File: config.mk
export PLATFORM = sky130hd
export DESIGN_NAME = write_back_arbiter_flat
export DESIGN_NICKNAME = d
export VERILOG_FILES = /design/src/rtl/write_back_arbiter_if.sv /design/src/rtl/write_back_arbiter.sv /design/src/flat_wrapper.sv
export SDC_FILE = /design/constraint.sdc
export NUM_CORES = 1
export LEC_CHECK = 0
export CAP_MARGIN = 20
export CELL_PAD_IN_SITES_DETAIL_PLACEMENT = 0
export CELL_PAD_IN_SITES_GLOBAL_PLACEMENT = 1
export CORE_ASPECT_RATIO = 0.6
export CORE_UTILIZATION = 45
export DETAILED_ROUTE_END_ITERATION = 7
export DONT_BUFFER_PORTS = 1
export GPL_ROUTABILITY_DRIVEN = 0
export GPL_TIMING_DRIVEN = 0
export PLACE_DENSITY = 0.71
export SLEW_MARGIN = 10
export SYNTH_ARGS = -nofsm -noshare
export SYNTH_HDL_FRONTEND = slang
export SYNTH_SLANG_ARGS = --single-unit
File: constraint.sdc
create_clock -name Clock -period 2.65 [get_ports Clock]
set_clock_uncertainty 0.1 [all_clocks]
set_input_delay 0.53 -clock Clock [delete_from_list [all_inputs] [get_ports Clock]]
set_output_delay 0.53 -clock Clock [all_outputs]
set_load 0.05 [all_outputs]
File: src/rtl/write_back_arbiter_if.sv
// Register-file write-back bundle: pipeline result, multi-cycle result
// handshake and the single register-file write port.
// The arbiter attaches through the slave modport; the producer/consumer side
// (pipeline, multi-cycle unit, register file) uses the master modport.
interface write_back_arbiter_if;
  logic        PipeEn;
  logic [4:0]  PipeAddr;
  logic [31:0] PipeData;
  logic        PipeStall;
  logic        MulValid;
  logic [4:0]  MulAddr;
  logic [31:0] MulData;
  logic        MulReady;
  logic        EnW;
  logic [4:0]  AddrW;
  logic [31:0] DataW;
  logic        MulPending;

  modport master (
    output PipeEn, PipeAddr, PipeData, MulValid, MulAddr, MulData,
    input  PipeStall, MulReady, EnW, AddrW, DataW, MulPending
  );

  modport slave (
    input  PipeEn, PipeAddr, PipeData, MulValid, MulAddr, MulData,
    output PipeStall, MulReady, EnW, AddrW, DataW, MulPending
  );
endinterface

File: src/rtl/write_back_arbiter.sv
// write_back_arbiter: sole driver of the register-file write port. Merges the
// in-order pipeline writeback (no backpressure) with results from the
// multi-cycle unit, which are buffered in a small FIFO. The pipeline has
// priority; the FIFO drains in the gaps.
// Optional feature macro: WB_STARVE_GUARD_EN adds a starvation counter that
// forces the FIFO head through (stalling the pipeline for one cycle) after
// STARVE_LIMIT consecutive blocked cycles. Without it PipeStall is tied low.
`ifndef IDX_ZR
`define IDX_ZR 5'd31
`endif

module write_back_arbiter #(
  parameter int DEPTH        = 4,
  parameter int STARVE_LIMIT = 8
) (
  input  logic                 Clock,
  input  logic                 Reset,
  write_back_arbiter_if.slave  wb
);
  localparam int AW = $clog2(DEPTH);
  localparam logic [AW-1:0] PtrZero   = AW'(1'b0);
  localparam logic [AW-1:0] PtrOne    = AW'(1'b1);
  localparam logic [AW:0]   CountZero = (AW+1)'(1'b0);
  localparam logic [AW:0]   CountOne  = (AW+1)'(1'b1);
  localparam logic [AW:0]   FullCount = (AW+1)'(DEPTH);

  logic [4:0]    addrMemR [DEPTH];
  logic [31:0]   dataMemR [DEPTH];
  logic [AW-1:0] wrPtrR;
  logic [AW-1:0] rdPtrR;
  logic [AW:0]   countR;

  logic          fifoNonEmptyS;
  logic          pushS;
  logic          storeS;
  logic          pipeEffS;
  logic          forcedS;
  logic          popS;
  logic          selValidS;
  logic [4:0]    selAddrS;
  logic [31:0]   selDataS;

  assign fifoNonEmptyS = (countR != CountZero);
  // Ready looks only at the registered count: no credit for a same-cycle pop.
  assign wb.MulReady   = !Reset && (countR < FullCount);
  assign wb.MulPending = fifoNonEmptyS;
  assign pushS         = wb.MulValid && wb.MulReady;
  // Results for the zero register complete the handshake but are dropped.
  assign storeS        = pushS && (wb.MulAddr != `IDX_ZR);
  assign pipeEffS      = wb.PipeEn && (wb.PipeAddr != `IDX_ZR);

`ifdef WB_STARVE_GUARD_EN
  localparam logic [7:0] StarveMax = 8'(STARVE_LIMIT);
  logic [7:0] starveR;

  assign forcedS = fifoNonEmptyS && (starveR == StarveMax);

  // Count consecutive cycles the FIFO head loses to the pipeline
  always_ff @(posedge Clock) begin
    if (Reset) begin
      starveR <= 8'd0;
    end else if (popS || !fifoNonEmptyS) begin
      starveR <= 8'd0;
    end else if (pipeEffS) begin
      starveR <= starveR + 8'd1;
    end else begin
      starveR <= starveR;
    end
  end
`else
  logic [7:0] unusedStarveLimitS;
  assign unusedStarveLimitS = 8'(STARVE_LIMIT);
  assign forcedS            = 1'b0;
`endif

  assign wb.PipeStall = forcedS && !Reset;

  // Pick this cycle's writer: forced head, then pipeline, then FIFO head
  always_comb begin
    popS      = 1'b0;
    selValidS = 1'b0;
    selAddrS  = 5'd0;
    selDataS  = 32'd0;
    if (forcedS) begin
      popS      = 1'b1;
      selValidS = 1'b1;
      selAddrS  = addrMemR[rdPtrR];
      selDataS  = dataMemR[rdPtrR];
    end else if (pipeEffS) begin
      selValidS = 1'b1;
      selAddrS  = wb.PipeAddr;
      selDataS  = wb.PipeData;
    end else if (fifoNonEmptyS) begin
      popS      = 1'b1;
      selValidS = 1'b1;
      selAddrS  = addrMemR[rdPtrR];
      selDataS  = dataMemR[rdPtrR];
    end else begin
      popS      = 1'b0;
      selValidS = 1'b0;
    end
  end

  // Register the write port; address/data hold when nothing is selected
  always_ff @(posedge Clock) begin
    if (Reset) begin
      wb.EnW   <= 1'b0;
      wb.AddrW <= 5'd0;
      wb.DataW <= 32'd0;
    end else if (selValidS) begin
      wb.EnW   <= 1'b1;
      wb.AddrW <= selAddrS;
      wb.DataW <= selDataS;
    end else begin
      wb.EnW   <= 1'b0;
      wb.AddrW <= wb.AddrW;
      wb.DataW <= wb.DataW;
    end
  end

  // FIFO pointers and occupancy; reset flushes all queued results
  always_ff @(posedge Clock) begin
    if (Reset) begin
      wrPtrR <= PtrZero;
      rdPtrR <= PtrZero;
      countR <= CountZero;
    end else begin
      if (storeS) begin
        wrPtrR <= wrPtrR + PtrOne;
      end else begin
        wrPtrR <= wrPtrR;
      end
      if (popS) begin
        rdPtrR <= rdPtrR + PtrOne;
      end else begin
        rdPtrR <= rdPtrR;
      end
      case ({storeS, popS})
        2'b10:   countR <= countR + CountOne;
        2'b01:   countR <= countR - CountOne;
        default: countR <= countR;
      endcase
    end
  end

  // FIFO storage; entries need no reset because the count gates every read
  always_ff @(posedge Clock) begin
    if (storeS) begin
      addrMemR[wrPtrR] <= wb.MulAddr;
      dataMemR[wrPtrR] <= wb.MulData;
    end
  end
endmodule

File: src/flat_wrapper.sv
// flat-port wrapper written by rule: the top's interface ports become plain ports
module write_back_arbiter_flat 
#(
  parameter int DEPTH        = 4,
  parameter int STARVE_LIMIT = 8
)
  (Clock, Reset, wb_PipeEn, wb_PipeAddr, wb_PipeData, wb_MulValid, wb_MulAddr, wb_MulData, wb_PipeStall, wb_MulReady, wb_EnW, wb_AddrW, wb_DataW, wb_MulPending);
  write_back_arbiter_if wb_i ();
  input  logic Clock;
  input  logic Reset;
  input wire logic [$bits(wb_i.PipeEn)-1:0] wb_PipeEn;
  input wire logic [$bits(wb_i.PipeAddr)-1:0] wb_PipeAddr;
  input wire logic [$bits(wb_i.PipeData)-1:0] wb_PipeData;
  input wire logic [$bits(wb_i.MulValid)-1:0] wb_MulValid;
  input wire logic [$bits(wb_i.MulAddr)-1:0] wb_MulAddr;
  input wire logic [$bits(wb_i.MulData)-1:0] wb_MulData;
  output wire logic [$bits(wb_i.PipeStall)-1:0] wb_PipeStall;
  output wire logic [$bits(wb_i.MulReady)-1:0] wb_MulReady;
  output wire logic [$bits(wb_i.EnW)-1:0] wb_EnW;
  output wire logic [$bits(wb_i.AddrW)-1:0] wb_AddrW;
  output wire logic [$bits(wb_i.DataW)-1:0] wb_DataW;
  output wire logic [$bits(wb_i.MulPending)-1:0] wb_MulPending;
  assign wb_i.PipeEn = wb_PipeEn;
  assign wb_i.PipeAddr = wb_PipeAddr;
  assign wb_i.PipeData = wb_PipeData;
  assign wb_i.MulValid = wb_MulValid;
  assign wb_i.MulAddr = wb_MulAddr;
  assign wb_i.MulData = wb_MulData;
  assign wb_PipeStall = wb_i.PipeStall;
  assign wb_MulReady = wb_i.MulReady;
  assign wb_EnW = wb_i.EnW;
  assign wb_AddrW = wb_i.AddrW;
  assign wb_DataW = wb_i.DataW;
  assign wb_MulPending = wb_i.MulPending;
  write_back_arbiter #(.DEPTH(DEPTH), .STARVE_LIMIT(STARVE_LIMIT)) u_core (.Clock(Clock), .Reset(Reset), .wb(wb_i));
endmodule
==> flow_metrics.py <==
metrics = {
    "yosys": {
        "synth-edff-count": 148,
        "yosysWarnings": 0,
        "synth_area_um2": 7709,
        "synth_nets": 545,
        "synth.distinct_cells": 34,
        "yosysSeqAreaShare_pct": 69.86,
        "synth.avg_cell_area_um2": 16.72,
        "syn_inst": 461,
        "synth_top_flop_cell": "edfxtp_1",
        "ys_ff_latch": 195,
        "synthArstFlopShare_pct": 0,
    },
    "routing": {
        "via_per_inst": 5.452,
        "drt_iter0_drc": 171,
        "vias": 3953,
        "drcViolationCount": 0,
        "first_pass_iters": 4,
        "antenna_left": 0,
        "wirelength_mm": 15.70,
        "wire_per_inst_um": 21.65,
    },
    "sta": {
        "maxSlewHeadroom_pct": 43.95,
        "finalMaxSlewViolations": 0,
        "tightest_slew_ps": 840.8,
        "setup_ws_ps": 175.3,
        "fmax_mhz": 404.1,
        "setup_viol": 0,
        "finalHoldViolations": 0,
        "fin_crit_ps": 2475,
        "rsz0062_at_grt": "no",
        "finalCritPeriodShare_pct": 93.39,
    },
    "cts": {
        "cts_tree": "yes",
        "cts_root_buf": "clkbuf_16",
        "clk_pin_slew_ps": 80,
        "cts.sink_count": 195,
        "cts_buffer_depth": 2,
        "cts_made_buffers": 17,
        "htreeDepth": 4,
        "cts_setup_buffers": 0,
        "cts_hold_buffers": 0,
        "insertion_delay_ps": 420,
    },
    "pwr": {
        "power_leakage_nw": 2.807,
        "ir_worst_vdd_mv": 0.4750,
        "power_density_nw_per_um2": 980.9,
    },
    "global_routing": {
        "grt_busiest_layer": "met2",
        "grt_max_degree": 38,
        "track_usage_pct": 18.91,
        "grt_pass1_wl_mm": 23.94,
        "grt_pass1_vias": 4149,
        "grt_util_met1_pct": 25.53,
        "met2_usage_pct": 29.55,
        "overflow": 0,
        "use_met3_pct": 6.735,
        "antenna_found_initial": 0,
    },
    "cells_and_area": {
        "diodes": 0,
        "final_common_cell": "edfxtp_1",
        "fin_cells": 725,
        "fin_nets": 568,
        "finish.utilization_pct": 52.46,
        "final_cell_mix": "edfxtp_1 (148), dfxtp_1 (46), a21oi_1 (43), nand2_1 (40), nor2_1 (38)",
        "drive_above_1_share_pct": 25.75,
        "syn2layout_area_growth_pct": 12.19,
    },
    "floorplanning": {
        "rows": 36,
        "die_w_um": 171.0,
        "start_util_pct": 46.76,
        "core_area_um2": 16490,
        "die_y_um": 103.4,
        "num_io_pins": 119,
        "die-area_um2": 17670,
    },
    "setup_path": {
        "critPathSlowestCell": "fa_1",
        "r2r_end": "u_core.countR[2]$_SDFFE_PP0P_",
        "critPathMaxStageDelay_ps": 430,
        "rr_worst_depth": 10,
        "crit_path_end_kind": "flip-flop",
        "startpoint_type": "primary input",
        "r2r-start": "u_core.countR[2]$_SDFFE_PP0P_",
        "r2r_slack_ps": 180,
        "crit_fanout": 10,
        "worstPathArrival_ps": 2720,
        "worstSetupPathType": "in -> reg",
        "cp_cell_sequence": "nand3_1, o21a_1, buf_2, nor2_1, ha_1, inv_1, fa_1, xor2_1, or3_1, a21oi_1",
        "worstPathRequired_ps": 2890,
    },
    "placement": {
        "dp_hpwl_mm": 10.23,
        "port_buffers": 0,
        "pre_cts_ws_ps": -361.7,
        "place_inst": 689,
    },
    "run": {
        "max_cap_violations": 0,
    },
    "worst_hold_path": {
        "min_path_cells": 0,
        "hold_path_class": "in -> reg",
        "hp-start": "wb_MulData[18]",
        "hold_end": "u_core.dataMemR[2][18]$_DFFE_PP_",
    },
    "run_status": {
        "status": "completed",
    },
}
per-stage QoR:
step,hold WS (ps),setup TNS (ps),instance area [um2],total power [W]
CTS,80.09,-16280,8559,0.008571
global route,73.69,0,8648,0.008884
floorplan,359.1,0,7716,0.005671
global placement,382.9,-50270,8001,0.006112
finish,95.74,0,8648,0.008483
detailed placement,423.1,-51600,8001,0.006159
layer usage:
metal | wire length [um] | vias to the layer above
met5 | 0 | -
met2 | 7077 | 128
met4 | 38 | 0
met1 | 7210 | 2001
li1 | - | 1820
met3 | 1369 | 4
what timing repair did:
item | in CTS | in global routing
endpoints found under the setup margin | 149 | 40
gates cloned | 0 | 0
pin swaps | 0 | 1
gates resized for setup | 1 | 1
logic make-up (layout without fill, tap and decap cells):
group	count (synthesis)	in the layout	synth area share [%]
flops	195	195	69.86
buf+inv	42	78	3.522
simple gates	89	89	4.772
other cells	1	1	0.04865
xor+xnor	3	3	0.3409
compound gates	87	87	9.106
fa+ha+maj	6	6	1.071
mux	38	38	11.28
cell usage after synthesis (4+ instances only):
library cell	count	area share [%]
dfxtp_1	47	12
inv_1	12	0.58
ha_1	5	0.81
buf_2	12	0.78
edfxtp_1	148	58
a21oi_1	43	2.8
mux4_1	7	2.4
a211oi_2	30	4.9
nor2_1	39	1.9
a221oi_1	5	0.57
mux4_2	30	8.8
nand2_1	40	1.9
buf_6	5	0.73
and2_1	4	0.32
clkbuf_1	5	0.24
how the worst max path moves through the flow:
stage	from	slack, ps	cells after the start	endpoint
after floorplan	wb_PipeAddr[2]	170	10	u_core.countR[2]$_SDFFE_PP0P_
after global placement	Reset	-340	4	u_core.dataMemR[2][22]$_DFFE_PP_
after detailed placement	Reset	-360	4	u_core.dataMemR[3][26]$_DFFE_PP_
after CTS	u_core.countR[2]$_SDFFE_PP0P_	-130	4	u_core.dataMemR[3][22]$_DFFE_PP_
after global routing	u_core.countR[2]$_SDFFE_PP0P_	30	10	u_core.countR[2]$_SDFFE_PP0P_
final	wb_PipeAddr[2]	180	10	u_core.countR[2]$_SDFFE_PP0P_
worst max-delay path: cells and delay by family:
family | cells | cell delay [ps]
buffers and inverters | 2 | 320
AO/OA/AOI/OAI | 2 | 470
XOR/XNOR | 1 | 160
adder cells (fa/ha/maj) | 2 | 630
AND/OR/NAND/NOR | 3 | 610
power breakdown:
part           switching (W)  total [W]  leakage, nW  internal [W]
sequential          0.000575    0.00415         1.73       0.00358
combinational        0.00109    0.00191        0.805      0.000821
clock                0.00117    0.00242        0.268       0.00124
total                0.00284    0.00848         2.81       0.00564
sequential cells by signal (all words and copies together) (netlist names), named ones only:
name,cells
u_core.addrMemR,20
u_core.wb.DataW,32
u_core.dataMemR,128
u_core.wrPtrR,2
u_core.rdPtrR,2
u_core.wb.EnW,1
u_core.countR,3
u_core.wb.AddrW,5
final cells by class:
type	count	area (um2)
Fill cell	1377	7838
Sequential cell	195	5386
Multi-Input combinational cell	224	2064
Clock buffer	19	432.9
Tap cell	228	285.3
Buffer	29	222.7
Clock inverter	13	120.1
Timing Repair Buffer	4	87.58
Inverter	13	48.80
No activity file was read; power rests on OpenSTA's default activity.
